**src/rtl/regfile_write_arbiter.sv**
```systemverilog
// regfile_write_arbiter
//   Shares the single write port of a 32x32 register file between core
//   writeback (priority requester) and a debug/external-load requester that
//   uses a valid/ready handshake. A starvation counter forces a debug grant
//   after MAX_WAIT consecutive lost cycles, stalling the core for that cycle.
//
//   Optional feature macro: REGFILE_ARB_INIT_SWEEP_EN
//     defined   -> after reset a 31-cycle sweep writes x1..x31 (x2 = SP_INIT,
//                  others 0) before normal operation.
//     undefined -> no sweep; reset goes straight to RUN, init_busy_o = 0.
//
//   Ports:
//     clk, reset            clock, synchronous active-high reset
//     core_we_i/rd_i/data_i core writeback request (x0 = no request)
//     dbg_valid_i/rd_i/data_i, dbg_ready_o   debug write handshake
//     stall_o               core must hold its current instruction
//     init_busy_o           init sweep in progress
//     Reg_Write_o, Write_Register_o, Write_Data_o   register file write port
//
//   All outputs are combinational from registered state and current inputs,
//   so a granted write reaches the register file in the same cycle.
module regfile_write_arbiter #(
  parameter int             N        = 32,
  parameter int             MAX_WAIT = 8,
  parameter logic [N-1:0]   SP_INIT  = 32'h00000FFF
) (
  input  logic         clk,
  input  logic         reset,
  input  logic         core_we_i,
  input  logic [4:0]   core_rd_i,
  input  logic [N-1:0] core_data_i,
  input  logic         dbg_valid_i,
  input  logic [4:0]   dbg_rd_i,
  input  logic [N-1:0] dbg_data_i,
  output logic         dbg_ready_o,
  output logic         stall_o,
  output logic         init_busy_o,
  output logic         Reg_Write_o,
  output logic [4:0]   Write_Register_o,
  output logic [N-1:0] Write_Data_o
);

  localparam logic [1:0] ST_RUN   = 2'd1;
  localparam logic [1:0] ST_FORCE = 2'd2;
`ifdef REGFILE_ARB_INIT_SWEEP_EN
  localparam logic [1:0] ST_INIT  = 2'd0;
  localparam logic [1:0] ST_RESET = ST_INIT;
`else
  localparam logic [1:0] ST_RESET = ST_RUN;
`endif
  localparam logic [7:0] WAIT_MAX = 8'(MAX_WAIT);

  logic [1:0] state;
  logic [1:0] state_nxt;
  logic [7:0] wait_cnt;
  logic [7:0] wait_nxt;
  logic       core_req;

`ifdef REGFILE_ARB_INIT_SWEEP_EN
  logic [4:0] idx;
  logic [4:0] idx_nxt;
`else
  // SP_INIT only feeds the sweep; keep it referenced in the sweep-less build.
  logic       unused_sp_init;
  assign unused_sp_init = ^SP_INIT;
`endif

  // A core write to x0 is architecturally a no-op, so it does not compete.
  assign core_req = core_we_i && (core_rd_i != 5'd0);

  always_comb begin
    dbg_ready_o      = 1'b0;
    stall_o          = 1'b0;
    init_busy_o      = 1'b0;
    Reg_Write_o      = 1'b0;
    Write_Register_o = 5'd0;
    Write_Data_o     = '0;
    state_nxt        = state;
    wait_nxt         = wait_cnt;
`ifdef REGFILE_ARB_INIT_SWEEP_EN
    idx_nxt          = idx;
`endif
    // Outputs stay quiet while reset is held, whatever the stored state.
    if (!reset) begin
      case (state)
        ST_RUN: begin
          if (core_req) begin
            Reg_Write_o      = 1'b1;
            Write_Register_o = core_rd_i;
            Write_Data_o     = core_data_i;
            if (dbg_valid_i) begin
              // Lost arbitration: escalate to a forced grant when the count
              // would reach the limit; the counter saturates there.
              if (({1'b0, wait_cnt} + 9'd1) >= {1'b0, WAIT_MAX}) begin
                wait_nxt  = WAIT_MAX;
                state_nxt = ST_FORCE;
              end else begin
                wait_nxt = wait_cnt + 8'd1;
              end
            end else begin
              wait_nxt = 8'd0;
            end
          end else begin
            dbg_ready_o = 1'b1;
            wait_nxt    = 8'd0;
            if (dbg_valid_i) begin
              Reg_Write_o      = (dbg_rd_i != 5'd0);
              Write_Register_o = dbg_rd_i;
              Write_Data_o     = dbg_data_i;
            end
          end
        end
        ST_FORCE: begin
          // Debug owns the port; the stalled core re-presents its write later.
          stall_o     = 1'b1;
          dbg_ready_o = 1'b1;
          if (dbg_valid_i) begin
            Reg_Write_o      = (dbg_rd_i != 5'd0);
            Write_Register_o = dbg_rd_i;
            Write_Data_o     = dbg_data_i;
          end
          // Either the handshake completes or valid was dropped: back to RUN.
          state_nxt = ST_RUN;
          wait_nxt  = 8'd0;
        end
`ifdef REGFILE_ARB_INIT_SWEEP_EN
        ST_INIT: begin
          stall_o          = 1'b1;
          init_busy_o      = 1'b1;
          Reg_Write_o      = 1'b1;
          Write_Register_o = idx;
          Write_Data_o     = (idx == 5'd2) ? SP_INIT : '0;
          idx_nxt          = idx + 5'd1;
          if (idx == 5'd31) begin
            state_nxt = ST_RUN;
          end
        end
`endif
        default: begin
          state_nxt = ST_RESET;
          wait_nxt  = 8'd0;
        end
      endcase
    end
  end

  always_ff @(posedge clk) begin
    if (reset) begin
      state    <= ST_RESET;
      wait_cnt <= 8'd0;
`ifdef REGFILE_ARB_INIT_SWEEP_EN
      idx      <= 5'd1;
`endif
    end else begin
      state    <= state_nxt;
      wait_cnt <= wait_nxt;
`ifdef REGFILE_ARB_INIT_SWEEP_EN
      idx      <= idx_nxt;
`endif
    end
  end

endmodule

```
**config.mk**
```make
export PLATFORM = sky130hd
export DESIGN_NAME = regfile_write_arbiter
export DESIGN_NICKNAME = d
export VERILOG_FILES = /design/src/rtl/regfile_write_arbiter.sv
export SDC_FILE = /design/constraint.sdc
export NUM_CORES = 1
export LEC_CHECK = 0
export ABC_AREA = 1
export CAP_MARGIN = 10
export CELL_PAD_IN_SITES_DETAIL_PLACEMENT = 0
export CELL_PAD_IN_SITES_GLOBAL_PLACEMENT = 1
export CORE_MARGIN = 10
export CORE_UTILIZATION = 16
export DETAILED_ROUTE_END_ITERATION = 7
export PLACE_DENSITY = 0.79
export SLEW_MARGIN = 20
export SYNTH_ARGS = -nofsm -noshare
export SYNTH_HDL_FRONTEND = slang
export SYNTH_SLANG_ARGS = --single-unit
```
**constraint.sdc**
```tcl
create_clock -name clk -period 1.8 [get_ports clk]
set_input_delay 0.36 -clock clk [delete_from_list [all_inputs] [get_ports clk]]
set_output_delay 0.36 -clock clk [all_outputs]
set_load 0.01 [all_outputs]
```
-- Yosys cells after proc, flatten, opt, wreduce, memory -nomap -nowiden
Index checks and enable logic that the tools add are counted.
- output and inout bits: 41
- bits in registers: 10
- input bits: 78
- ROM bits: 0
- memories: 0
- memory bits (writable): 0
- bits in latches: 0
- logic and storage cells: 36
- div/mod/pow operators: 0
- bitwise gates (word level): 3
- reductions and logical operators: 7
- muxes and demuxes: 18
- add/sub/neg operators: 2
- order comparisons: 1
- eq/ne operators: 2
- multiply operators: 0
- shifts and indexed selects: 0
- operators with widths (operator ; count):
    two-way mux 32 bit ; 3
    one-hot mux 32 bit (2 select lines) ; 1
    two-way mux 5 bit ; 3
    one-hot mux 5 bit (2 select lines) ; 1
    nonzero test 5 bit ; 2
    adder 8 x 1 -> 9 bit (second input constant) ; 1
    greater-or-equal comparator 9 x 4 -> 1 bit (second input constant) ; 1
    adder 8 x 1 -> 8 bit (second input constant) ; 1
    two-way mux 1 bit ; 7
    OR reduction 5 bit ; 1
    two-way mux 4 bit ; 1
    one-hot mux 1 bit (2 select lines) ; 2
    OR reduction 4 bit ; 1
    inverter 1 bit ; 3
    AND reduction 3 bit ; 1
    equality test 2 x 1 -> 1 bit (second input constant) ; 1
    equality test 2 bit (second input constant) ; 1
    OR reduction 2 bit ; 1
    logical AND 1 bit ; 1

-- Logic depth before layout (Yosys ltp)
- depth after elaboration: 5
- depth in mapped cells: 9
- mapped depth without buffers: 9

-- Least setup slack after synthesis
OpenSTA, ideal clock, no wires.
- kind: reg-to-output
- start: register state[0]
- end: output Write_Data_o[10]
- cell stages (with the launch flop): 9
- arrival: 1.487 ns
- slack: -0.047 ns
- cells stage by stage: dfxtp_1 -> inv_1 -> ha_1 -> nor2_1 -> and3_1 -> buf_2 -> buf_2 -> nand3_1 -> nand2_1
- word-level cells in the longest chain between the ends: 3
- elaborated cells between the ends (all ways): 4
- RTL lines (item ; line ; text):
    from (decl) ; 53 ; logic [1:0] state;
    from (signal assigned) ; 155 ; state <= state_nxt;
    equality test 2 bit or equality test 2 x 1 -> 1 bit (tied branches) ; 85 ; case (state)
    one-hot mux 32 bit (2 select lines) * ; 85 ;
    two-way mux 32 bit * ; 84 ; if (!reset) begin
    to (decl) ; 40 ; output logic [N-1:0] Write_Data_o
Every way passes the cells marked *; elsewhere a longest branch is shown, timed or not.

-- Worst setup path in the final report
- start: register state[1]
- end: output Write_Data_o[25]
Same word-level chain as after synthesis.

==> impl_results.md <==
* Vias in the first global route at 2084
* Failing checks: setup timing
* Synthesized area per cell at 5.63 um^2
* Largest fanout on the critical path at 8
* Hold Path End: wait_cnt[0]
* DRC at 0
* Post-Place Setup Slack at -0.798 ns
* Final hold viol count at 0
* Int Pwr at 955 uW
* Setup_tns at -9.49 ns
* Status: complete, but fails checks
* Yosys warns at 0
* Synth area leaders: nand3_1 (30%), dfxtp_1 (17%), nand2_1 (16%), inv_1 (5.9%), buf_2 (4.2%)
* Synth-to-Final Area Change at 184%
* Share of layout cells above drive strength 1 at 0.462
* Pwr Density at 433 mW/mm^2
* Hold Path Cell Cnt at 1
* Port bufs at 117
* CTS Buf Count at 3
* Post-synthesis sequential area ratio at 0.167
* Kind of critical path: reg -> out
* CTS tree: done
* Cell Area, Synth at 0.00120 mm^2
* Core Area at 0.00725 mm^2
* Post-Syn Instances at 213
* CTS clk-pin slew, worst paths at 0.04 ns
* Gate power share at 0.685
* Max Fclk at 478 MHz
* Total gr overflow at 0
* Worst IR Drop VDD at 0.460 mV
* Post-Route Utilization at 0.469
* Nets at 451
* Antenna viol nets, final at 0
* Site row count at 31
* CP max stage delay at 0.36 ns
* Top sig layer: met4
* Routed WL at 7610 um
* CP arrival at 1.73 ns
* Synthesized flop and latch total at 10
* Type of origin of the critical path: flop
* GR Util All Layers at 0.122
* Share of the synthesized area in the top cell type at 0.305
* CP max-delay cell: dfxtp_4
* Via Count at 2047
* Leak Pwr at 0.00155 uW
* Setup violators final at 38
* Commonest non-fill, non-tap cell in the layout: clkdlybuf4s50_1
* RSZ-0062 raised after global routing: yes
* Switch share at 0.351
* Vias per cell at 4.38
* Reg power frac at 0.167
* Final worst setup slack at -0.291 ns
* Worst hold path class: reg -> reg
* Die area at 0.0114 mm^2
* Commonest non-fill, non-tap cells in the layout: clkdlybuf4s50_1 (70), nand3_1 (41), nand2_1 (39), nand3_2 (29), buf_6 (25)
* WL/cell at 16.3 um
* H-tree depth at 1
* Hold Path Origin: wait_cnt[0]
* Maxcap violations at 0
* Worst-Skew Late Latency at 0.23 ns
* M1 WL at 2980 um
* Initial DRC count at 75
* CTS Hold Bufs at 0
* Pins Over Slew Limit at 0
* Die X at 107 um
* R2R setup slack at 0.19 ns
* Clock power frac at 0.148
* First-pass GRT wire length at 11300 um
* Detailed Routing Iterations Pass 1 at 4
* Cell count of the worst reg-to-reg path at 12
* Antenna violations before repair at 0
* Post-DP HPWL at 5090 um
* Met3 WL at 592 um
* CP Data Required Time at 1.44 ns
* Fin crit period at 2.09 ns
* Initial Util at 0.165
* Worst setup EP type: output port
* Sw Pwr at 516 uW
* Pin count of the biggest net entering global routing at 19
* Cells along the critical path: ha_4 > nor2_4 > and3_4 > buf_12 > clkbuf_16 > nand3_2 > nand2_1 > buf_2
* Final GP Congestion at 0.775
* Worst Skew at 0.00206 ns
* Metal2 WL at 3910 um
* Crit share post-route at 1.16
* Chip height at 107 um
* Top cell type by total area after synthesis: nand3_1
* WHS at 0.471 ns
* Synth unique cells at 25
* # clock sinks at 10
* Max clock buf depth at 2
* I/O pins at 119
* Root Driver: clkbuf_8
* Crit Reg-Reg Startpoint: state[0]
* RR Endpoint: wait_cnt[2]
* Diode count at 0
-- kinds of logic (layout without fill, tap and decap cells) --
logic type	Yosys count	count (layout)	synth area share
xor+xnor	2	2	0.0146
simple gates	154	154	0.618
buf+inv	36	187	0.129
fa+ha+maj	3	3	0.0313
compound gates	7	7	0.0365
flops	10	10	0.167
other cells	1	5	0.00313
-- flip-flops by register name, indices dropped and copies added, names as in the netlist --
name      count
state         2
wait_cnt      8
-- what timing repair did --
action | 4_1_cts | 5_1_grt
pin swaps | 19 | 28
resized for setup | 234 | 59
setup endpoints to repair | 40 | 46
buffers inserted | 20 | 5
cloned | 8 | 2
-- worst max-delay path: cells and delay by family, from the launching register on --
kind,cells,cell delay [ns]
fa+ha+maj,1,0.25
buf+inv,3,0.42
flops,1,0.36
simple gates,4,0.47
-- layout make-up --
cell class                      instances  area, um^2
Clock buffer                            3        41.3
Timing Repair Buffer                  162        1730
Inverter                               22        91.3
Sequential cell                        10         205
Fill cell                             709        3850
Tap cell                               99         124
Multi-Input combinational cell        171        1210
-- how the worst max path moves through the flow --
stage | to | startpoint | slack (ns)
6_report | Write_Data_o[25] | state[1] | -0.29
5_1_grt | Write_Register_o[0] | state[0] | -0.40
4_1_cts | Write_Data_o[31] | state[0] | -0.32
3_5_place_dp | Write_Data_o[0] | reset | -0.80
3_3_place_gp | Write_Data_o[0] | reset | -0.80
2_1_floorplan | Write_Data_o[10] | state[0] | -0.01
-- synth_stat cells (all sizes together) --
cell type / number
conb: 1
and3: 1
ha: 3
xnor2: 2
o31ai: 1
nand3: 75
clkinv: 1
buf: 14
o22ai: 2
nand4: 4
nand2: 57
nor2: 17
inv: 21
dfxtp: 10
a21oi: 1
o21ai: 3
-- power by group through the flow --
| stage | logic (uW) | clock network [uW] | registers, uW |
|---|---|---|---|
| after CTS | 931 | 225 | 245 |
| after global routing | 1080 | 235 | 247 |
| final | 1010 | 218 | 246 |
| after global placement | 683 | 0 | 246 |
| after floorplan | 257 | 0 | 244 |
| after detailed placement | 687 | 0 | 246 |
-- stage by stage --
stage,std cells,total power [uW],cell area (um^2)
final,467,1470,3400
after floorplan,217,501,1220
after global placement,438,929,2630
after CTS,468,1400,3140
after global routing,467,1560,3400
after detailed placement,438,933,2630
-- routing by layer --
| metal | GRT usage | vias up |
|---|---|---|
| li1 | - | 1010 |
| met3 | 0.0314 | 10 |
| met1 | 0.138 | 942 |
| met2 | 0.224 | 85 |
| met5 | 0 | - |
| met4 | 0.0280 | 0 |
No activity file was read; power rests on OpenSTA's default activity.
